### src/rtl/cp0_exception_unit_if.sv
`default_nettype none
// ============================================================================
// Module   : cp0_exception_unit_if
// Brief    : Pipeline-side bundle (MEM exception info, WB MTC0, MFC0 read,
//            interrupts, flush/redirect) for the CP0 exception unit.
// Revision : 1.0
// ============================================================================
interface cp0_exception_unit_if;
  logic [8:0]  MEM_ExceptType;
  logic [31:0] MEM_PC;
  logic        MEM_IsDelaySlot;
  logic [31:0] MEM_ALUOut;
  logic        WB_CP0Wr;
  logic [4:0]  WB_Dst;
  logic [31:0] WB_OutB;
  logic [4:0]  CP0_RdAddr;
  logic [31:0] CP0_RdData;
  logic [5:0]  Ext_Int;
  logic        CP0_IntReq;
  logic        Exc_Flush;
  logic [31:0] Exc_NPC;

  modport master (
    output MEM_ExceptType, MEM_PC, MEM_IsDelaySlot, MEM_ALUOut,
    output WB_CP0Wr, WB_Dst, WB_OutB, CP0_RdAddr, Ext_Int,
    input  CP0_RdData, CP0_IntReq, Exc_Flush, Exc_NPC
  );

  modport slave (
    input  MEM_ExceptType, MEM_PC, MEM_IsDelaySlot, MEM_ALUOut,
    input  WB_CP0Wr, WB_Dst, WB_OutB, CP0_RdAddr, Ext_Int,
    output CP0_RdData, CP0_IntReq, Exc_Flush, Exc_NPC
  );
endinterface
`default_nettype wire

### src/rtl/cp0_exception_unit.sv
`default_nettype none
// ============================================================================
// Module   : cp0_exception_unit
// Brief    : MIPS CP0 register file and precise-exception controller.
//            Optional timer interrupt enabled by macro CP0_TIMER_INT_EN.
// Revision : 1.0
// ============================================================================
module cp0_exception_unit (
  input  logic                 clk,
  input  logic                 rst,
  cp0_exception_unit_if.slave  bus
);
  localparam logic [4:0]  c_addr_badvaddr = 5'd8;
  localparam logic [4:0]  c_addr_count    = 5'd9;
  localparam logic [4:0]  c_addr_compare  = 5'd11;
  localparam logic [4:0]  c_addr_status   = 5'd12;
  localparam logic [4:0]  c_addr_cause    = 5'd13;
  localparam logic [4:0]  c_addr_epc      = 5'd14;
  localparam logic [31:0] c_exc_vector    = 32'hBFC0_0380;
  localparam logic [31:0] c_status_wmask  = 32'h0040_FF03;
  localparam logic [8:0]  c_non_eret_mask = 9'b1_1111_1011;
  localparam logic [8:0]  c_eret_only     = 9'b0_0000_0100;

  logic [31:0] r_count, r_epc, r_badvaddr;
  logic        r_toggle, r_bev, r_exl, r_ie, r_bd;
  logic [7:0]  r_im;
  logic [4:0]  r_exc_code;
  logic [5:0]  r_ip_hw;
  logic [1:0]  r_ip_sw;

  logic        w_wr_count, w_wr_status, w_wr_cause, w_wr_epc;
  logic        w_ti, w_exc, w_eret, w_badv_pc, w_badv_alu;
  logic [4:0]  w_code;
  logic [7:0]  w_ip;
  logic [31:0] w_compare_f, w_status, w_cause;
  logic [31:0] w_count_f, w_status_f, w_cause_f, w_epc_f;

  assign w_wr_count  = bus.WB_CP0Wr && (bus.WB_Dst == c_addr_count);
  assign w_wr_status = bus.WB_CP0Wr && (bus.WB_Dst == c_addr_status);
  assign w_wr_cause  = bus.WB_CP0Wr && (bus.WB_Dst == c_addr_cause);
  assign w_wr_epc    = bus.WB_CP0Wr && (bus.WB_Dst == c_addr_epc);

`ifdef CP0_TIMER_INT_EN
  logic [31:0] r_compare;
  logic        r_ti;
  logic        w_wr_compare;

  assign w_wr_compare = bus.WB_CP0Wr && (bus.WB_Dst == c_addr_compare);
  assign w_ti         = r_ti;
  assign w_compare_f  = w_wr_compare ? bus.WB_OutB : r_compare;

  always_ff @(posedge clk or posedge rst) begin
    if (rst) begin
      r_compare <= '0;
      r_ti      <= 1'b0;
    end else if (w_wr_compare) begin
      r_compare <= bus.WB_OutB;
      r_ti      <= 1'b0;
    end else if (r_count == r_compare) begin
      r_ti      <= 1'b1;
    end
  end
`else
  assign w_ti        = 1'b0;
  assign w_compare_f = '0;
`endif

  // IP[7] carries the timer request on top of the top hardware line
  assign w_ip     = {r_ip_hw[5] | w_ti, r_ip_hw[4:0], r_ip_sw};
  assign w_status = {9'd0, r_bev, 6'd0, r_im, 6'd0, r_exl, r_ie};
  assign w_cause  = {r_bd, w_ti, 14'd0, w_ip, 1'b0, r_exc_code, 2'b00};

  // Views including a same-cycle WB write, used by MFC0 and the Eret target
  assign w_count_f  = w_wr_count ? bus.WB_OutB : r_count;
  assign w_status_f = w_wr_status ? ((w_status & ~c_status_wmask) | (bus.WB_OutB & c_status_wmask))
                                  : w_status;
  assign w_cause_f  = w_wr_cause ? {w_cause[31:10], bus.WB_OutB[9:8], w_cause[7:0]} : w_cause;
  assign w_epc_f    = w_wr_epc ? bus.WB_OutB : r_epc;

  always_comb begin
    bus.CP0_RdData = '0;
    case (bus.CP0_RdAddr)
      c_addr_badvaddr: bus.CP0_RdData = r_badvaddr;
      c_addr_count:    bus.CP0_RdData = w_count_f;
      c_addr_compare:  bus.CP0_RdData = w_compare_f;
      c_addr_status:   bus.CP0_RdData = w_status_f;
      c_addr_cause:    bus.CP0_RdData = w_cause_f;
      c_addr_epc:      bus.CP0_RdData = w_epc_f;
      default:         bus.CP0_RdData = '0;
    endcase
  end

  assign w_exc  = |(bus.MEM_ExceptType & c_non_eret_mask);
  assign w_eret = (bus.MEM_ExceptType == c_eret_only);

  always_comb begin
    w_code     = 5'd0;
    w_badv_pc  = 1'b0;
    w_badv_alu = 1'b0;
    if (bus.MEM_ExceptType[8])      w_code = 5'd0;
    else if (bus.MEM_ExceptType[7]) begin w_code = 5'd4; w_badv_pc = 1'b1; end
    else if (bus.MEM_ExceptType[6]) w_code = 5'd10;
    else if (bus.MEM_ExceptType[5]) w_code = 5'd12;
    else if (bus.MEM_ExceptType[4]) w_code = 5'd8;
    else if (bus.MEM_ExceptType[3]) w_code = 5'd9;
    else if (bus.MEM_ExceptType[0]) begin w_code = 5'd4; w_badv_alu = 1'b1; end
    else if (bus.MEM_ExceptType[1]) begin w_code = 5'd5; w_badv_alu = 1'b1; end
  end

  assign bus.CP0_IntReq = r_ie & ~r_exl & (|(r_im & w_ip));
  assign bus.Exc_Flush  = ~rst & (w_exc | w_eret);
  assign bus.Exc_NPC    = rst    ? 32'd0 :
                          w_exc  ? c_exc_vector :
                          w_eret ? w_epc_f : 32'd0;

  always_ff @(posedge clk or posedge rst) begin
    if (rst) begin
      r_count    <= '0;
      r_toggle   <= 1'b0;
      r_epc      <= '0;
      r_badvaddr <= '0;
      r_bev      <= 1'b1;
      r_im       <= '0;
      r_exl      <= 1'b0;
      r_ie       <= 1'b0;
      r_bd       <= 1'b0;
      r_exc_code <= '0;
      r_ip_hw    <= '0;
      r_ip_sw    <= '0;
    end else begin
      if (w_wr_count) begin
        r_count  <= bus.WB_OutB;
        r_toggle <= 1'b0;
      end else begin
        r_toggle <= ~r_toggle;
        if (r_toggle) r_count <= r_count + 32'd1;
      end
      r_ip_hw <= bus.Ext_Int;
      if (w_wr_cause) r_ip_sw <= bus.WB_OutB[9:8];
      if (w_wr_status) begin
        r_bev <= bus.WB_OutB[22];
        r_im  <= bus.WB_OutB[15:8];
        r_exl <= bus.WB_OutB[1];
        r_ie  <= bus.WB_OutB[0];
      end
      if (w_wr_epc) r_epc <= bus.WB_OutB;
      // Placed after the WB writes so exception/Eret updates take precedence
      if (w_exc) begin
        r_exl      <= 1'b1;
        r_exc_code <= w_code;
        if (!r_exl) begin
          r_epc <= bus.MEM_IsDelaySlot ? bus.MEM_PC - 32'd4 : bus.MEM_PC;
          r_bd  <= bus.MEM_IsDelaySlot;
        end
        if (w_badv_pc)       r_badvaddr <= bus.MEM_PC;
        else if (w_badv_alu) r_badvaddr <= bus.MEM_ALUOut;
      end else if (w_eret) begin
        r_exl <= 1'b0;
      end
    end
  end
endmodule
`default_nettype wire

### src/flat_wrapper.sv
// flat-port wrapper written by rule: the top's interface ports become plain ports
module cp0_exception_unit_flat 
  (clk, rst, bus_MEM_ExceptType, bus_MEM_PC, bus_MEM_IsDelaySlot, bus_MEM_ALUOut, bus_WB_CP0Wr, bus_WB_Dst, bus_WB_OutB, bus_CP0_RdAddr, bus_Ext_Int, bus_CP0_RdData, bus_CP0_IntReq, bus_Exc_Flush, bus_Exc_NPC);
  cp0_exception_unit_if bus_i ();
  input  logic clk;
  input  logic rst;
  input wire logic [$bits(bus_i.MEM_ExceptType)-1:0] bus_MEM_ExceptType;
  input wire logic [$bits(bus_i.MEM_PC)-1:0] bus_MEM_PC;
  input wire logic [$bits(bus_i.MEM_IsDelaySlot)-1:0] bus_MEM_IsDelaySlot;
  input wire logic [$bits(bus_i.MEM_ALUOut)-1:0] bus_MEM_ALUOut;
  input wire logic [$bits(bus_i.WB_CP0Wr)-1:0] bus_WB_CP0Wr;
  input wire logic [$bits(bus_i.WB_Dst)-1:0] bus_WB_Dst;
  input wire logic [$bits(bus_i.WB_OutB)-1:0] bus_WB_OutB;
  input wire logic [$bits(bus_i.CP0_RdAddr)-1:0] bus_CP0_RdAddr;
  input wire logic [$bits(bus_i.Ext_Int)-1:0] bus_Ext_Int;
  output wire logic [$bits(bus_i.CP0_RdData)-1:0] bus_CP0_RdData;
  output wire logic [$bits(bus_i.CP0_IntReq)-1:0] bus_CP0_IntReq;
  output wire logic [$bits(bus_i.Exc_Flush)-1:0] bus_Exc_Flush;
  output wire logic [$bits(bus_i.Exc_NPC)-1:0] bus_Exc_NPC;
  assign bus_i.MEM_ExceptType = bus_MEM_ExceptType;
  assign bus_i.MEM_PC = bus_MEM_PC;
  assign bus_i.MEM_IsDelaySlot = bus_MEM_IsDelaySlot;
  assign bus_i.MEM_ALUOut = bus_MEM_ALUOut;
  assign bus_i.WB_CP0Wr = bus_WB_CP0Wr;
  assign bus_i.WB_Dst = bus_WB_Dst;
  assign bus_i.WB_OutB = bus_WB_OutB;
  assign bus_i.CP0_RdAddr = bus_CP0_RdAddr;
  assign bus_i.Ext_Int = bus_Ext_Int;
  assign bus_CP0_RdData = bus_i.CP0_RdData;
  assign bus_CP0_IntReq = bus_i.CP0_IntReq;
  assign bus_Exc_Flush = bus_i.Exc_Flush;
  assign bus_Exc_NPC = bus_i.Exc_NPC;
  cp0_exception_unit u_core (.clk(clk), .rst(rst), .bus(bus_i));
endmodule
### config.mk
export PLATFORM = sky130hd
export DESIGN_NAME = cp0_exception_unit_flat
export DESIGN_NICKNAME = d
export VERILOG_FILES = /design/src/rtl/cp0_exception_unit_if.sv /design/src/rtl/cp0_exception_unit.sv /design/src/flat_wrapper.sv
export SDC_FILE = /design/constraint.sdc
export NUM_CORES = 1
export LEC_CHECK = 0
export BUFFER_PORTS_ARGS = -buffer_cell sky130_fd_sc_hd__buf_2
export CORE_UTILIZATION = 51
export DETAILED_ROUTE_END_ITERATION = 8
export PLACE_DENSITY = 0.77
export SYNTH_ARGS = -nofsm -noshare
export SYNTH_HDL_FRONTEND = slang
export SYNTH_SLANG_ARGS = --single-unit
### constraint.sdc
create_clock -name clk -period 3.95 [get_ports clk]
set_input_delay 0.1975 -clock clk [delete_from_list [all_inputs] [get_ports clk]]
set_output_delay 0.1975 -clock clk [all_outputs]
set_load 0.005 [all_outputs]
### After elaboration in Yosys (flattened, before gate mapping)

Cells that the tools add are included.
W data, S select, Z words.

| cells by class | value |
|---|---|
| muxes and demuxes | 37 |
| $add $sub $neg | 2 |
| equal/unequal tests | 10 |
| bitwise operators | 8 |
| reductions and logical operators | 11 |

Operators with widths:

| kind | number |
|---|---|
| $mux W32 | 12 |
| $pmux W32 S5 | 1 |
| $eq A5 B4 Y1 const B | 9 |
| $mux W5 | 7 |
| $add A32 B1 Y32 const B | 1 |
| $sub A32 B3 Y32 const B | 1 |
| $mux W23 | 1 |
| $reduce_or A8 Y1 | 2 |
| $mux W1 | 14 |
| $mux W10 | 1 |
| $eq A9 B3 Y1 const B | 1 |
| $and A8 B8 Y8 | 1 |
| $logic_and A1 B1 Y1 | 4 |
| $reduce_and A2 Y1 | 2 |
| $reduce_bool A2 Y1 | 2 |
| $and A1 B1 Y1 | 3 |
| $mux W3 | 1 |
| $not A1 Y1 | 3 |
| $reduce_bool A3 Y1 | 1 |
| $or A1 B1 Y1 | 1 |

| storage, ports and cells | value |
|---|---|
| output and inout bits | 66 |
| bits of input ports | 125 |
| register bits after elaboration | 122 |
| logic and storage cells | 80 |

### Logic depth before layout (Yosys ltp)

Gate-level depths: netlist (run 1).

| logic depth | value |
|---|---|
| word-level depth | 10 |
| depth in mapped cells | 7 |
| gate-level depth less buffers | 7 |

### Worst setup path after synthesis (run 1)

Ideal clock, no wire load.

| timing | value |
|---|---|
| path kind | input port to output port |
| start | input rst |
| end | output bus_Exc_NPC[0] |
| setup slack | 0.338 ns |
| buffers on the path | 1 |
| arrival time | 3.414 ns |
| required time | 3.753 ns |
| stages | 4 |
| path through | inv_1 > nand3_1 > clkbuf_1 > nor2_1 |

| on the way | value |
|---|---|
| cells in the longest elaborated chain, start to end | 1 |

RTL lines:

| item | line | text |
|---|---|---|
| start: declaration | flat_wrapper.sv:6 | `input logic rst;` |
| $mux W32 | cp0_exception_unit.sv:112 | `assign bus.Exc_NPC = rst ? 32'd0 :` |
| end: declaration | flat_wrapper.sv:19 | `output wire logic [$bits(bus_i.Exc_NPC)-1:0] bus_Exc_NPC;` |

No other way between the ends.

### Worst setup path in the final report (run 1)

| timing | value |
|---|---|
| start | input bus_MEM_ExceptType[4] |
| end | output bus_Exc_NPC[21] |

| on the way | value |
|---|---|
| cells in the longest elaborated chain, start to end | 4 |
| elaborated cells on any way between the ends | 5 |
| classes of those cells | eq/ne (1); mux (3); reduce/logical (1) |

RTL lines:

| item | line | text |
|---|---|---|
| start: declaration | flat_wrapper.sv:7 | `input wire logic [$bits(bus_i.MEM_ExceptType)-1:0] bus_MEM_ExceptType;` |
| $eq A9 B3 Y1 | cp0_exception_unit.sv:94 | `assign w_eret = (bus.MEM_ExceptType == c_eret_only);` |
| $mux W32 | cp0_exception_unit.sv:114 | `w_eret ? w_epc_f : 32'd0;` |
| $mux W32 * | cp0_exception_unit.sv:113 | `w_exc ? c_exc_vector :` |
| $mux W32 * | cp0_exception_unit.sv:112 |  |

Mark *: on every way between the ends. The rest lies on a longest branch, timed or not.

==> impl_metrics.csv, run 1 <==
group,metric,value,unit
run_status,status,"finished with violations",
run_status,violations,"hold timing",
setup_path,cp_data_arrival_time,2.46,ns
clocking,postCtsSetupRepairBufs,0,
floorplanning,start_util,53.03,%
timing,slew_violations,0,
power_and_ir_drop,total_power,4201,uW
global_routing,grt_usage,34.49,%
setup_path,critPathKind,"in -> out",
setup_path,critPathLaunchType,"primary input",
cells_and_area,nets,1138,
global_routing,grt_pass1_vias,6769,
floorplanning,die_w,123.1,um
logic_synthesis,yosys.area_share.simple,20.12,%
global_routing,antenna_found_initial,2,
logic_synthesis,syn_nets,966,
setup_path,slowest_stage,"nand3_1",
timing,rsz0062_at_grt,"false",
floorplanning,io_pins,191,
logic_synthesis,synthFlopType,"dfrtp_1",
global_routing,overflow,0,
timing,final.min_clock_period,2.657,ns
cells_and_area,drive_gt1_share,26.76,%
global_routing,grt_pass1_wl,38.09,mm
logic_synthesis,synth.avg_cell_area,8.909,sq um
clocking,htree_levels,4,
cells_and_area,area_delta_synth_final,24.26,%
setup_path,end_kind,"output pin",
clocking,cts_tree,"yes",
setup_path,crit_top_cell,"buf_2",
logic_synthesis,synth_top_cell_by_area,"dfrtp_1",
logic_synthesis,ys_ff_latch,121,
clocking,cts.sinks,121,
floorplanning,core_region_area,0.01410,sq mm
detailed_routing,dr.pass1.iters,7,
cells_and_area,fin_cells,1205,
power_and_ir_drop,ir_worst_vdd,352.3,uV
timing,tns,0,ns
floorplanning,rows,43,
floorplanning,fp.dieArea,0.01514,sq mm
logic_synthesis,netlist_instances,839,
setup_path,cp_max_fo,20,
clocking,clk_pin_slew,0.05,ns
setup_path,crit_buf_inv,2,
floorplanning,dieHeight,123.1,um
logic_synthesis,synth_xor_area_share,6.562,%
timing,clock_skew,0.005493,ns
setup_path,worstPathRequired,3.75,ns
logic_synthesis,netlist.area_leader.share,40.17,%
logic_synthesis,seq_area_frac_synth,40.53,%
flow_run,cap_viol_max_count,0,
setup_path,cp_cell_sequence,"buf_2 > nor4_1 > and3_1 > nand3_1 > nor2_1 > buf_2",
timing,worst_pin_slew,1.157,ns
place,numPortBuffers,190,
cells_and_area,layout_common_cells,"190 x buf_2, 120 x nor2_1, 120 x dfrtp_1",
timing,timing.fmax,376.3,MHz
detailed_routing,routed_wl,25.11,mm
timing,hold_violations,21,
logic_synthesis,yosys.area_share.adder,0.3348,%
clocking,clock_latency,0.42,ns
logic_synthesis,synth_top_family_by_area,"simple AND/OR/NAND/NOR gates",
detailed_routing,post_drt_via_cell_ratio,6.168,
logic_synthesis,syn_area,0.007475,sq mm
timing,setup_viol,0,
timing,maxSlewHeadroom,22.71,%
clocking,clk_path_buf_depth,2,
setup_path,cp_top_family,"simple AND/OR/NAND/NOR gates",
clocking,ctsRootBufferMaster,"clkbuf_16",
place,dp.cells,1166,
detailed_routing,route.detailed.wl_per_inst,20.84,um
place,gp_congestion,0.9513,
logic_synthesis,ys_async_sr_fraction,100.0,%
clocking,numCtsBuffers,17,
logic_synthesis,synth_edf_count,0,
global_routing,grt_max_degree,73,
logic_synthesis,synth_area_leaders,"dfrtp_1 40%, mux2i_1 10%, nor2_1 6.1%",
timing,finalCritPeriodShare,67.28,%
worst_hold_path,hold_class,"in -> async",
cells_and_area,fillers,1202,
detailed_routing,vias,7433,
power_and_ir_drop,p_leak,0.004035,uW
logic_synthesis,synth_mux_area_share,14.06,%
logic_synthesis,synth_compound_area_share,15.32,%
cells_and_area,layout_commonest_cell,"buf_2",
logic_synthesis,synth-warning-count,0,
detailed_routing,drt_iter0_drc,882,
setup_path,max_stage_delay,0.72,ns
power_and_ir_drop,p_per_area,452.3,mW/mm^2
detailed_routing,ant_nets,0,
timing,worst_hold_slack,-0.02054,ns
logic_synthesis,synth_cell_type_count,52,
detailed_routing,drc,0,
place,hpwl,18.41,mm
==> worst paths after layout <==
check / startpoint / to / slack [ns] / depth (start not counted)
worst max-delay path: bus_MEM_ExceptType[4] / bus_Exc_NPC[21] / 1.29 / 6
worst min-delay path: rst / u_core.r_epc[23] / -0.02 / 2
worst max register to register: u_core.r_count[3] / u_core.r_count[14] / 1.93 / 5
worst min register to register: u_core.r_exc_code[2] / u_core.r_exc_code[2] / 0.49 / 2
max in group asynchronous: rst / u_core.r_badvaddr[8] / 2.60 / 3
min in group clk: bus_WB_OutB[27] / u_core.r_count[27] / 0.03 / 3
==> sequential cells by signal, indices dropped and copies added (netlist names) <==
signal,count
u_core.r_toggle,1
u_core.r_bd,1
u_core.r_ie,1
u_core.r_bev,1
u_core.r_ip_hw,6
u_core.r_epc,32
u_core.r_ip_sw,2
u_core.r_exl,1
u_core.r_count,32
u_core.r_exc_code,4
u_core.r_badvaddr,32
u_core.r_im,8
==> cells in the mapped netlist, drive strengths merged (2+ instances only) <==
cell type and number:
nor2 122, dfrtp 120, a21oi 84, mux2i 78
nand2 74, clkbuf 44, o21ai 39, xnor2 35
mux2 24, xor2 21, nor3 20, nand3 19
a22oi 16, nor4 15, a211o 14, nand4 12
a221o 9, buf 8, inv 8, and4 6
or3 6, a21boi 5, and3 5, nor3b 5
nor4b 5, or4 5, o221ai 4, a2bb2oi 3
and2 3, nand4b 3, o22ai 3, or4b 3
a21o 2, a22o 2, and4b 2, ha 2
o211ai 2, or2 2
==> metal layers <==
metal  share of wire [%]  up-vias  track usage [%]
li1                    -     3359                -
met1                  40     3515            49.23
met2                  45      505            50.63
met3                  12       52            8.072
met4                 2.8        2            13.48
met5               0.052        -                0
==> power by group <==
group,total [uW],internal (uW),switching (uW)
sequential,1710,1490,223
combinational,812,348,464
clock,1670,1080,599
==> per-stage QoR <==
stage               area (sq um)  hold slack [ns]  util [%]  setup slack (ns)
floorplan                   7475           0.2289         -            0.3381
finish                      9288         -0.02054     65.89             1.293
CTS                         9285         0.004716     65.87             1.342
global route                9288          0.03827     65.89             1.142
detailed placement          8589           0.3072     60.94             1.355
global placement            8589           0.3066     60.94             1.463
==> logic make-up after synthesis <==
| logic type | Yosys count |
|---|---|
| adders and majority gates | 2 |
| muxes | 102 |
| DFF | 121 |
| and+or+nand+nor | 311 |
| xor gates and xnor gates | 56 |
| AOI/OAI and AO/OA | 187 |
| buffers and inverters | 60 |
==> final cells by class <==
class,instances,area (sq um),area share [%]
clock inverter,14,196.4,2.115
clock buffer,18,439.2,4.729
timing repair buffer,205,1091,11.75
inverter,8,32.53,0.3503
multi-input combinational,658,4272,45.99
tap,180,225.2,2.425
antenna,1,2.502,0.02694
sequential,121,3029,32.61
==> what timing repair did <==
action / CTS / global route
endpoints found under the setup margin: 0 / 0
gates resized for setup: 0 / 0
hold endpoints to repair: 6 / 0
hold buffers: 6 / 0
(Power assumes the default switching activity.)
==> inputs of run 2 (changes only) <==
Settings changed: ABC_AREA from default to 1, PLACE_DENSITY 0.77 to 0.76.
Clock period 3.95 ns to 2.5 ns, I/O delays scaled along.
==> run 2 against run 1 <==
The run now ends clean; via count rose by 32%; core utilization rose by 0.41 points; critical path depth rose by 5; worst hold slack improved by 0.030 ns; cell count rose by 48%; combinational power rose by 140%; die area rose by 14%; synthesized cell count rose by 59%; flip-flop and latch count did not move; sequential share of layout area fell by 4.2 points; global-route usage rose by 2.3 points.
==> impl_metrics.csv, run 2 <==
group,metric,value,unit
run_status,status,"finished clean",
cells_and_area,multi_input_area,0.004463,sq mm
logic_synthesis,synth_cell_type_count,46,
setup_path,r2r-end,"u_core.r_count[18]",
worst_hold_path,hold_class,"in -> reg",
place,gp_congestion,0.9937,
logic_synthesis,synth.avg_cell_area,6.366,sq um
detailed_routing,ant_nets,0,
timing,slew_violations,0,
setup_path,cp_max_fo,13,
place,dp.cells,1709,
worst_hold_path,min-delay-start,"bus_MEM_ALUOut[18]",
global_routing,met2_usage,56.47,%
cells_and_area,final_util,66.30,%
clocking,postCtsSetupRepairBufs,0,
cells_and_area,fillers,1439,
clocking,clock_latency,0.44,ns
detailed_routing,dr.pass1.iters,9,
floorplanning,fp.dieArea,0.01720,sq mm
global_routing,grt_max_degree,122,
logic_synthesis,syn_nets,1463,
floorplanning,rows,46,
floorplanning,die_w,131.1,um
logic_synthesis,synth_top_cell_by_area,"dfrtp_1",
cells_and_area,regArea,0.003029,sq mm
setup_path,r2r_cells,10,
place,place_area,0.009654,sq mm
timing,clock_skew,0.01100,ns
cells_and_area,area_delta_synth_final,25.19,%
setup_path,critPathLaunchType,"primary input",
global_routing,overflow,0,
global_routing,grt_pass1_vias,8816,
detailed_routing,routed_wl,31.39,mm
worst_hold_path,hold_path_depth,5,
detailed_routing,post_drt_via_cell_ratio,5.523,
timing,timing.fmax,421.5,MHz
timing,rsz0062_at_grt,"false",
setup_path,end_kind,"output pin",
cells_and_area,layout_common_cells,"409 x nand2_1, 196 x inv_1, 190 x buf_2",
clocking,cts_tree,"yes",
place,hpwl,23.33,mm
logic_synthesis,seq_area_frac_synth,35.62,%
logic_synthesis,synthFlopType,"dfrtp_1",
logic_synthesis,ys_ff_latch,121,
cells_and_area,fin_cells,1781,
logic_synthesis,synth_most_common_cell,"nand2_1",
timing,setup_viol,0,
setup_path,rrSetupSlack,0.63,ns
global_routing,grt_pass1_wl,48.67,mm
logic_synthesis,netlist.area_leader.share,35.31,%
power_and_ir_drop,p_leak,0.005547,uW
logic_synthesis,synth-warning-count,0,
flow_run,cap_viol_max_count,0,
floorplanning,dieHeight,131.1,um
cells_and_area,nets,1679,
clocking,ctsRootBufferMaster,"clkbuf_16",
setup_path,r2r_start,"u_core.r_count[0]",
floorplanning,io_pins,191,
power_and_ir_drop,ir_worst_vdd,557.3,uV
cells_and_area,layout_commonest_cell,"nand2_1",
cells_and_area,drive_gt1_share,17.57,%
clocking,clk_pin_slew,0.06,ns
logic_synthesis,synth_edf_count,0,
timing,setup_ws,0.1277,ns
timing,finalCritPeriodShare,94.89,%
clocking,numCtsBuffers,17,
timing,final.min_clock_period,2.372,ns
global_routing,busiest_layer,"met2",
setup_path,cp_data_arrival_time,2.25,ns
place,dpl_worst_slack,0.5796,ns
detailed_routing,drc,0,
worst_hold_path,min_to,"u_core.r_badvaddr[18]",
cells_and_area,largest_registers,"u_core.r_badvaddr: 32 flops, u_core.r_count: 32 flops, u_core.r_epc: 32 flops",
global_routing,antenna_found_initial,0,
logic_synthesis,synth_common_cells,"410 x nand2_1, 197 x inv_1, 145 x nor2_1",
logic_synthesis,synth_area_leaders,"dfrtp_1 35%, nand2_1 18%, inv_1 8.7%",
cells_and_area,antenna_cells,0,
floorplanning,core_region_area,0.01606,sq mm
global_routing,grt_usage,36.84,%
timing,worst_pin_slew,0.6912,ns
clocking,htree_levels,4,
detailed_routing,drt_iter0_drc,1235,
logic_synthesis,netlist_instances,1336,
clocking,cts.sinks,121,
detailed_routing,vias,9836,
detailed_routing,route.detailed.wl_per_inst,17.62,um
timing,maxSlewHeadroom,53.56,%
floorplanning,start_util,52.96,%
global_routing,grtUsageMet1,52.19,%
timing,hold_violations,0,
logic_synthesis,syn_area,0.008504,sq mm
global_routing,grt.met3_usage,6.867,%
setup_path,critPathKind,"in -> out",
clocking,cts.repair.resized,0,
logic_synthesis,ys_async_sr_fraction,100.0,%
setup_path,worstPathRequired,2.38,ns
place,numPortBuffers,190,
cells_and_area,finalInstanceArea,0.01065,sq mm
timing,tns,0,ns
power_and_ir_drop,p_per_area,684.8,mW/mm^2
clocking,clk_path_buf_depth,2,
==> run 2: changes by cell type after synthesis, moves of 16 or more <==
cell / previous run / this run
nand2_1: 74 / 410
inv_1: 8 / 197
o21ai_0: 39 / 127
mux2i_1: 78 / 0
a21oi_1: 84 / 18
nand3_1: 18 / 80
o21ai_1: 0 / 43
xnor2_1: 35 / 0
mux2_2: 24 / 0
nor2_1: 122 / 145
clkbuf_1: 44 / 28
==> run 2: how the worst max path moves through the flow <==
stage	from	to	slack [ns]	depth (start not counted)
after floorplan	rst	bus_Exc_NPC[14]	-0.12	4
after global placement	bus_MEM_ExceptType[7]	u_core.r_epc[16]	0.61	8
after detailed placement	bus_MEM_ExceptType[7]	u_core.r_epc[16]	0.58	9
after CTS	bus_MEM_ExceptType[0]	bus_Exc_NPC[8]	0.14	11
after global routing	bus_MEM_ExceptType[0]	bus_Exc_NPC[8]	0.02	11
final	bus_MEM_ExceptType[0]	bus_Exc_NPC[8]	0.13	11
==> run 2: per-stage QoR <==
| stage | hold slack (ns) | total power [uW] |
|---|---|---|
| 6_report | 0.009630 | 7290 |
| 5_1_grt | 0.01258 | 7700 |
| 4_1_cts | 0.001647 | 7236 |
| 3_5_place_dp | 0.2359 | 4666 |
| 3_3_place_gp | 0.2340 | 4631 |
| 2_1_floorplan | 0.1564 | 3978 |
==> run 2: power breakdown <==
part / switching (uW) / internal, uW / total (uW)
combinational: 1240 / 716 / 1950
clock: 1030 / 1480 / 2520
sequential: 394 / 2420 / 2820
==> run 2: worst max-delay path: stages <==
cell and delay, ns:
dlygate4sd3_1 0.53, buf_2 0.13, nor2_1 0.16, nand2_1 0.13, nor2_4 0.34, inv_2 0.18
nor2_2 0.13, nor2_2 0.11, o21ai_0 0.18, inv_1 0.09, buf_2 0.14
==> run 2: cell type report <==
class	instances	share of cell area [%]
Clock buffer	17	3.996
Clock inverter	15	1.563
Inverter	201	7.122
Multi-Input combinational cell	960	41.92
Sequential cell	121	28.45
Tap cell	216	2.538
Timing Repair Buffer	251	14.41
==> run 2: repair_timing <==
action | in CTS | in global routing
endpoints found under the setup margin | 0 | 1
hold endpoints to repair | 157 | 0
hold buffers | 40 | 0
==> run 2: logic make-up after synthesis <==
logic type | Yosys count | synth area share (%)
fa+ha+maj | 2 | 0.2942
flops | 121 | 35.62
xor+xnor | 12 | 1.236
compound gates | 247 | 16.26
simple gates | 699 | 34.56
buf+inv | 255 | 12.03
==> run 2: metal layers <==
metal	up-vias	share of wire [%]
li1	4699	-
met1	4514	44
met2	562	45
met3	61	9.0
met4	0	2.2
met5	-	0
==> inputs of run 3 (changes only) <==
Settings changed: CORE_ASPECT_RATIO from default to 1.5.
==> run 3 against run 2 <==
Critical path depth decreased by 2; core utilization is 1.3 points lower; non-clock buffer count decreased by 7; largest power group unchanged.
==> impl_metrics.csv, run 3 (synthesized netlist as in run 2, its figures left out) <==
group,metric,value,unit
timing,tns,0,ns
timing,slew_violations,0,
setup_path,r2r_start,"u_core.r_toggle",
power_and_ir_drop,ir_worst_vdd,368.6,uV
detailed_routing,dr.pass1.iters,5,
clocking,clk_path_buf_depth,2,
timing,worst_pin_slew,0.8232,ns
timing,setup_viol,0,
clocking,cts_tree,"yes",
global_routing,grt_usage,36.76,%
global_routing,antenna_found_initial,0,
setup_path,r2r-end,"u_core.r_count[0]",
floorplanning,io_pins,191,
setup_path,worstPathRequired,2.38,ns
floorplanning,dieHeight,160.2,um
cells_and_area,drive_gt1_share,17.84,%
run_status,status,"finished clean",
timing,maxSlewHeadroom,45.12,%
cells_and_area,largest_registers,"u_core.r_badvaddr: 32 flops, u_core.r_count: 32 flops, u_core.r_epc: 32 flops",
detailed_routing,drt_iter0_drc,896,
place,hpwl,23.33,mm
setup_path,cp_cell_sequence,"dlygate4sd3_1 > buf_2 > inv_1 > nand4_2 > nor2_4 > nand3_1 > buf_4 > nor2_1 > buf_2",
power_and_ir_drop,p_per_area,682.1,mW/mm^2
cells_and_area,layout_commonest_cell,"nand2_1",
timing,rsz0062_at_grt,"false",
flow_run,cap_viol_max_count,0,
clocking,ctsRootBufferMaster,"clkbuf_16",
detailed_routing,vias,9601,
setup_path,r2r_cells,5,
setup_path,end_kind,"output pin",
floorplanning,die_w,107.4,um
floorplanning,core_region_area,0.01626,sq mm
global_routing,grt_pass1_vias,9078,
timing,worst_hold_slack,0.01504,ns
global_routing,grt_max_degree,65,
setup_path,crit_top_cell,"buf_2",
timing,final.min_clock_period,2.345,ns
timing,setup_ws,0.1552,ns
detailed_routing,route.detailed.wl_per_inst,17.35,um
timing,timing.fmax,426.5,MHz
global_routing,grt_pass1_wl,47.91,mm
detailed_routing,routed_wl,30.61,mm
clocking,clock_latency,0.42,ns
floorplanning,start_util,52.30,%
cells_and_area,layout_common_cells,"409 x nand2_1, 196 x inv_1, 190 x buf_2",
timing,hold_violations,0,
place,gp_congestion,0.9471,
setup_path,cp_data_arrival_time,2.22,ns
timing,clock_skew,0.008855,ns
place,numPortBuffers,190,
clocking,cts.sinks,121,
detailed_routing,drc,0,
setup_path,max_stage_delay,0.53,ns
global_routing,met2_usage,60.38,%
clocking,numCtsBuffers,17,
place,dpl_worst_slack,0.4904,ns
global_routing,overflow,0,
power_and_ir_drop,total_power,7213,uW
clocking,htree_levels,4,
setup_path,critPathKind,"in -> out",
setup_path,rrSetupSlack,0.46,ns
detailed_routing,post_drt_via_cell_ratio,5.443,
timing,finalCritPeriodShare,93.79,%
clocking,clk_pin_slew,0.05,ns
floorplanning,rows,57,
cells_and_area,antenna_cells,0,
worst_hold_path,hold_class,"in -> async",
global_routing,grt.met3_usage,5.020,%
cells_and_area,nets,1672,
setup_path,slowest_stage,"dlygate4sd3_1",
global_routing,busiest_layer,"met2",
floorplanning,fp.dieArea,0.01721,sq mm
setup_path,critPathLaunchType,"primary input",
setup_path,cp_max_fo,16,
detailed_routing,ant_nets,0,
power_and_ir_drop,p_leak,0.005531,uW
cells_and_area,area_delta_synth_final,24.35,%
global_routing,grtUsageMet1,47.24,%
==> run 3: worst max-delay path by stage <==
stage                                startpoint                 end  slack (ns)  cells past startpoint
final                     bus_MEM_ExceptType[8]     bus_Exc_NPC[12]        0.16                      9
after global routing      bus_MEM_ExceptType[8]     bus_Exc_NPC[12]        0.08                      9
after CTS                 bus_MEM_ExceptType[8]     bus_Exc_NPC[12]        0.03                      9
after detailed placement      u_core.r_count[0]  u_core.r_count[18]        0.49                     10
after global placement    bus_MEM_ExceptType[1]     bus_Exc_NPC[12]        0.51                      8
after floorplan                             rst     bus_Exc_NPC[14]       -0.12                      4
==> run 3: routing by layer <==
layer  wire (um)  vias up
met5           0        -
met4        1376        0
met2       14990      422
met1       12340     4405
met3        1902       82
li1            -     4692
==> run 3: worst max-delay path, delay by kind of cell <==
kind                   cells  cell delay [ns]
buffers and inverters      5             1.20
and+or+nand+nor            4             0.89
==> run 3: stage by stage <==
step | instance area [sq um] | std cells | util (%)
5_1_grt | 10580 | 1764 | 65.04
4_1_cts | 10540 | 1760 | 64.82
3_5_place_dp | 9634 | 1698 | 59.25
3_3_place_gp | 9634 | 1698 | 59.25
6_report | 10580 | 1764 | 65.04
2_1_floorplan | 8516 | 1336 | -
==> run 3: power breakdown <==
part           internal, uW  switching [uW]
clock network          1560             953
registers              2420             399
logic                   700            1180
total                  4680            2530
==> run 3: layout make-up <==
cell class / instances / area (sq um)
clock buffers: 20 / 466.7
clock inverters: 12 / 138.9
fillers: 1538 / 5685
inverters: 201 / 758.2
multi-input cells: 960 / 4468
flip-flops and latches: 121 / 3029
well taps: 206 / 257.7
repair buffers: 244 / 1456
==> run 3: timing repair <==
action / CTS / global route
hold buffers: 30 / 0
setup buffers: 0 / 4
hold endpoints to repair: 31 / 0
endpoints found under the setup margin: 0 / 10
gates resized for setup: 0 / 1
